`config.mk`:
```
export PLATFORM = sky130hd
export DESIGN_NAME = ram_param_clr_flat
export DESIGN_NICKNAME = d
export VERILOG_FILES = /design/src/rtl/ram_param_clr_pkg.sv /design/src/rtl/ram_param_clr_if.sv /design/src/rtl/ram_param_clr_clear_seq.sv /design/src/rtl/ram_param_clr.sv /design/src/flat_wrapper.sv
export SDC_FILE = /design/constraint.sdc
export NUM_CORES = 1
export LEC_CHECK = 0
export CAP_MARGIN = 30
export CORE_ASPECT_RATIO = 0.75
export CORE_UTILIZATION = 30
export DETAILED_ROUTE_END_ITERATION = 10
export PLACE_DENSITY_LB_ADDON = 0.08
export SLEW_MARGIN = 5
export SYNTH_ARGS = -nofsm -noshare
export SYNTH_HDL_FRONTEND = slang
export SYNTH_SLANG_ARGS = --single-unit
```
`constraint.sdc`:
```
create_clock -name clk -period 3.4 [get_ports clk]
set_clock_uncertainty 0.05 [all_clocks]
set_input_delay 0.68 -clock clk [delete_from_list [all_inputs] [get_ports clk]]
set_output_delay 0.68 -clock clk [all_outputs]
set_load 0.01 [all_outputs]
```
`src/rtl/ram_param_clr_pkg.sv`:
```
// ram_param_clr_pkg: sweep-sequencer state encoding and default RAM geometry shared by the RAM family
package ram_param_clr_pkg;
    typedef enum logic {ST_IDLE = 1'b0, ST_CLEAR = 1'b1} state_e;
    localparam int DEF_WIDTH = 16;
    localparam int DEF_ADDR_W = 6;
endpackage

```
`src/rtl/ram_param_clr_if.sv`:
```
// ram_param_clr_if: user-side port bundle of the clearable single-port RAM
interface ram_param_clr_if
    import ram_param_clr_pkg::*;
#(
    parameter int WIDTH = DEF_WIDTH,
    parameter int ADDR_W = DEF_ADDR_W
);
    logic [WIDTH-1:0] in;
    logic [WIDTH-1:0] out;
    logic [ADDR_W-1:0] address;
    logic load;
    logic clear;
    logic busy;
    modport master (output in, load, address, clear, input out, busy);
    modport slave (input in, load, address, clear, output out, busy);
endinterface

```
`src/rtl/ram_param_clr_clear_seq.sv`:
```
// ram_param_clr_clear_seq: walks every address once, one per cycle, after reset or a clear request
module ram_param_clr_clear_seq
    import ram_param_clr_pkg::*;
#(
    parameter int ADDR_W = DEF_ADDR_W
) (
    input  logic              clk,
    input  logic              rst_n,
    input  logic              clear,
    output logic              busy,
    output logic              clr_we,
    output logic [ADDR_W-1:0] clr_addr
);
    state_e state_q, state_d;
    logic [ADDR_W-1:0] clr_addr_q, clr_addr_d;
    always_comb begin
        state_d = state_q;
        clr_addr_d = clr_addr_q;
        if (state_q == ST_CLEAR) begin
            clr_addr_d = clr_addr_q + ADDR_W'(1);
            state_d = &clr_addr_q ? ST_IDLE : ST_CLEAR;
        end else if (clear) begin
            state_d = ST_CLEAR;
            clr_addr_d = '0;
        end
    end
    always_ff @(posedge clk) begin
        if (!rst_n) begin
            state_q <= ST_CLEAR;
            clr_addr_q <= '0;
        end else begin
            state_q <= state_d;
            clr_addr_q <= clr_addr_d;
        end
    end
    assign busy = state_q == ST_CLEAR;
    // a held reset must leave the array alone, so the sweep only writes once released
    assign clr_we = busy & rst_n;
    assign clr_addr = clr_addr_q;
endmodule

```
`src/rtl/ram_param_clr.sv`:
```
// ram_param_clr: single-port RAM with combinational read and a hardware zeroing sweep
module ram_param_clr
    import ram_param_clr_pkg::*;
#(
    parameter int WIDTH = DEF_WIDTH,
    parameter int ADDR_W = DEF_ADDR_W
) (
    input logic           clk,
    input logic           rst_n,
    ram_param_clr_if.slave bus
);
    localparam int DEPTH = 2 ** ADDR_W;
    logic [WIDTH-1:0] mem [DEPTH];
    logic busy, clr_we, we;
    logic [ADDR_W-1:0] clr_addr, waddr;
    logic [WIDTH-1:0] wdata;
    ram_param_clr_clear_seq #(.ADDR_W(ADDR_W)) u_seq (
        .clk(clk),
        .rst_n(rst_n),
        .clear(bus.clear),
        .busy(busy),
        .clr_we(clr_we),
        .clr_addr(clr_addr)
    );
    // the sweep owns the write port while busy; a clear request suppresses a same-cycle load
    assign we = clr_we | (rst_n & ~busy & ~bus.clear & bus.load);
    assign waddr = busy ? clr_addr : bus.address;
    assign wdata = busy ? '0 : bus.in;
    always_ff @(posedge clk) begin
        if (we) mem[waddr] <= wdata;
    end
    assign bus.out = busy ? '0 : mem[bus.address];
    assign bus.busy = busy;
endmodule
```
`src/flat_wrapper.sv`:
```
// flat-port wrapper written by rule: the top's interface ports become plain ports
module ram_param_clr_flat import ram_param_clr_pkg::*;
#(
    parameter int WIDTH = DEF_WIDTH,
    parameter int ADDR_W = DEF_ADDR_W
)
  (clk, rst_n, bus_in, bus_load, bus_address, bus_clear, bus_out, bus_busy);
  ram_param_clr_if #(.WIDTH(WIDTH), .ADDR_W(ADDR_W)) bus_i ();
  input logic clk;
  input logic rst_n;
  input wire logic [$bits(bus_i.in)-1:0] bus_in;
  input wire logic [$bits(bus_i.load)-1:0] bus_load;
  input wire logic [$bits(bus_i.address)-1:0] bus_address;
  input wire logic [$bits(bus_i.clear)-1:0] bus_clear;
  output wire logic [$bits(bus_i.out)-1:0] bus_out;
  output wire logic [$bits(bus_i.busy)-1:0] bus_busy;
  assign bus_i.in = bus_in;
  assign bus_i.load = bus_load;
  assign bus_i.address = bus_address;
  assign bus_i.clear = bus_clear;
  assign bus_out = bus_i.out;
  assign bus_busy = bus_i.busy;
  ram_param_clr #(.WIDTH(WIDTH), .ADDR_W(ADDR_W)) u_core (.clk(clk), .rst_n(rst_n), .bus(bus_i));
endmodule
```
==> metrics.md <==
| Metric | Value |
|---|---|
| Synth Warn # | `0` |
| Die width | `423 µm` |
| Leakage power | `16.2 nW` |
| Top Ports | `43` |
| Global-route wire length before repair | `169000 µm` |
| Syn_nets | `1805` |
| # hold bufs at CTS | `0` |
| Initial antenna violation count | `7` |
| F_max | `roughly 280 MHz` |
| Via total after detailed routing | `19900` |
| Peak fanout along the critical path | `8` |
| Worst EP required | `2.67 ns` |
| Setup tns final | `-0.760 ns` |
| PortBufs | `42` |
| Syn avg cell area | `22.5 µm²` |
| Sequential fraction of the synthesis area | `0.773` |
| Mapped cell area | `40000 µm²` |
| Post-DP HPWL | `roughly 75000 µm` |
| Worst reg2reg path depth | `8` |
| Worst min path class | `reg2reg` |
| DRT iter0 DRCs | `approximately 2000` |
| Total Routing Usage GR | `0.182` |
| Remaining Overflow, GRT | `0` |
| Setup CP Type | `in2out` |
| Worst hold start | `u_core.u_seq.clr_addr[0]$_SDFFE_PN0P_` |
| Reg-to-Reg Start | `u_core.u_seq.busy$_SDFF_PN1_` |
| Least-Margin Pin Slew | `0.993 ns` |
| Final Critical Period | `approximately 3.5 ns` |
| CP cell instances | `buf_16 -> buf_12 -> buf_16 -> mux4_2 -> mux4_2 -> nand2b_1 -> nand3_2 -> buf_6 -> o221ai_2 -> buf_2` |
| DR WL/cell | `30.7 µm` |
| RD Place Congestion | `0.813` |
| Area growth syn-to-layout | `25.5%` |
| Root buffer cell | `clkbuf_16` |
| Core outline area | `between 100000 and 150000 µm²` |
| DRT antenna net count | `0` |
| Non-Filler Instances | `3985` |
| Yosys cell types | `43` |
| Total power | `approximately 27 mW` |
| Clk pin slew, worst setup/hold paths | `0.06 ns` |
| Final Hold Fails | `0` |
| CP endpoint kind | `output port` |
| CP max stage cell | `mux4_2` |
| Run status | `finished, violations left` |
| Final #Nets | `2166` |
| Cts bufs inserted | `106` |
| Share of layout cells above drive strength 1 | `0.411` |
| Top FF cell, synth | `edfxtp_1` |
| Design Area, Final | `between 50000 and 60000 µm²` |
| Failing checks | `setup timing` |
| Hold depth | `2` |
| Final hold slack | `between 0.5 and 0.6 ns` |
| Cell count after synthesis | `around 1800` |
| Slowest stage delay, CP | `around 0.5 ns` |
| Die ar. | `135000 µm²` |
| Hold path endpoint | `u_core.u_seq.clr_addr[0]$_SDFFE_PN0P_` |
| Max-Cap Viols | `0` |
| Final slew viol count | `0` |
| Vias per cell | `5.00` |
| P per Cell Area | `535 nW/µm²` |
| Dpl cells | `3744` |
| # DRC | `0` |
| Post-Place Setup Slack | `-0.858 ns` |
| Crit path arrival time | `between 2 and 3 ns` |
| RSZ-0062 raised after global routing | `yes` |
| CTS tree | `built` |
| Vias in the first global route | `20300` |
| Die H | `318 µm` |
| Number of synthesized register bits | `1031` |
| Placed Area | `45400 µm²` |
| Period utilisation layout | `1.03` |
| Family with the most delay on the worst path | `multiplexers` |
| # rows | `115` |
| R2R Setup Slk | `roughly 0.70 ns` |
| Final core occ | `0.381` |
| Initial Util | `0.304` |
| Worst reg2reg path endpoint | `u_core.mem[14][8]$_DFFE_PP_` |
| Final setup vio count | `10` |
| Async set or reset register ratio after synthesis | `0` |
| First drt pass iteration count | `5` |
| Worst VDD drop | `0.415 mV` |
| Largest net degree at the start of global routing | `65` |
| Clock sink count | `approximately 1000` |
| Buf+Inv Stages, Crit Path | `5` |
| Htree depth | `3` |
| Skew-Pair Late Insertion Delay | `0.72 ns` |
| CP startpoint kind | `input port` |
| Routed WL | `122000 µm` |
| PnR worst setup slack | `-0.114 ns` |
| Slew HR | `0.337` |
| CTS max path bufs | `3` |
| Post-synth EDFFs | `about 1000` |
## placed cells by master, fill, tap and decap left out, drive strengths merged, types with 4 or more instances in the layout
cell / synthesis / final
clkinvlp: 0 / 4
nand2b: 13 / 13
nand2: 81 / 81
mux4: 286 / 286
o21ai: 23 / 23
mux2: 8 / 8
mux2i: 32 / 32
nor2b: 23 / 23
nand3: 29 / 29
o221ai: 18 / 18
a21oi: 15 / 15
edfxtp: 1024 / 1024
clkbuf: 31 / 134
clkinv: 6 / 49
and2: 4 / 4
clkdlybuf4s50: 0 / 20
nor2: 75 / 75
a32oi: 9 / 9
dfxtp: 7 / 7
bufinv: 0 / 11
inv: 8 / 13
buf: 59 / 320
## kinds of logic (layout without fill, tap and decap cells)
| group | after synthesis | in the layout | synth area share |
|---|---|---|---|
| AND/OR/NAND/NOR | 238 | 238 | 0.0270 |
| buffers and inverters | 104 | 553 | 0.0149 |
| other | 0 | 3 | 0 |
| flip-flops | 1031 | 1031 | 0.773 |
| adder cells (fa/ha/maj) | 1 | 1 | 0.000313 |
| AO/OA/AOI/OAI | 78 | 78 | 0.0133 |
| multiplexers | 326 | 326 | 0.171 |
## per-layer routing
| layer | global-route usage | share of wire | vias to the layer above |
|---|---|---|---|
| li1 | - | - | 8278 |
| met1 | 0.294 | 0.51 | 11000 |
| met2 | 0.254 | 0.42 | 524 |
| met3 | 0.0333 | 0.051 | 124 |
| met4 | 0.0347 | 0.017 | 0 |
| met5 | 0 | 0 | - |
## how the worst max path moves through the flow
stage	to	depth (start not counted)	from
global placement	bus_out[7]	11	bus_address[1]
finish	bus_out[10]	10	bus_address[0]
detailed placement	bus_out[7]	11	bus_address[1]
floorplan	u_core.mem[11][0]$_DFFE_PP_	9	bus_address[0]
global route	bus_out[5]	7	u_core.mem[28][5]$_DFFE_PP_
CTS	bus_out[5]	7	u_core.mem[27][5]$_DFFE_PP_
## synthesized netlist by cell type (all sizes together), types with 2 or more instances
| master | number | area, µm² |
|---|---|---|
| nand3 | 29 | 145 |
| o211ai | 2 | 15.0 |
| inv | 8 | 30.0 |
| mux2i | 32 | 320 |
| a32oi | 9 | 78.8 |
| buf | 59 | 428 |
| nor2b | 23 | 144 |
| nand3b | 3 | 22.5 |
| edfxtp | 1024 | 30700 |
| nand2b | 13 | 81.3 |
| dfxtp | 7 | 140 |
| o21ai | 23 | 115 |
| nor2 | 75 | 282 |
| and2 | 4 | 25.0 |
| or3b | 3 | 26.3 |
| o2111ai | 3 | 26.3 |
| o221ai | 18 | 158 |
| a22oi | 3 | 22.5 |
| mux2 | 8 | 90.1 |
| nand2 | 81 | 304 |
| clkinv | 6 | 22.5 |
| o21a | 2 | 15.0 |
| a21oi | 15 | 75.1 |
| mux4 | 286 | 6440 |
| clkbuf | 31 | 116 |
## repair_timing
item | in CTS | in global routing
setup endpoints to repair | 16 | 16
resized for setup | 193 | 41
cloned | 10 | 1
pin swaps | 18 | 11
buffers inserted | 34 | 7
## where the power goes
part           switching (mW)  leakage [nW]  internal (mW)
clock                    4.98          1.66           6.61
combinational           0.723          4.99          0.696
sequential             0.0120          9.56           13.8
## final cells by class
cell class	instances	area [µm²]
Clock buffer	133	2780
Timing Repair Buffer	343	4390
Clock inverter	63	621
Tap cell	1755	2200
Antenna cell	3	7.51
Sequential cell	1031	30900
Multi-Input combinational cell	643	9220
Fill cell	11900	81500
Inverter	14	55.1
## state kept, by name, summed over array words and instances (netlist names)
name,count
u_core.mem,1024
u_core.u_seq.clr_addr,6
u_core.u_seq.busy,1
## worst reg2reg max path, cell delays in order (launching register included)
cell,delay (ns)
dfxtp_4,0.38
buf_4,0.32
buf_4,0.51
nand3_1,0.14
o21ai_0,0.12
nand2_1,0.22
buf_12,0.22
nor2_2,0.16
buf_12,0.24
(Power assumes the default switching activity.)
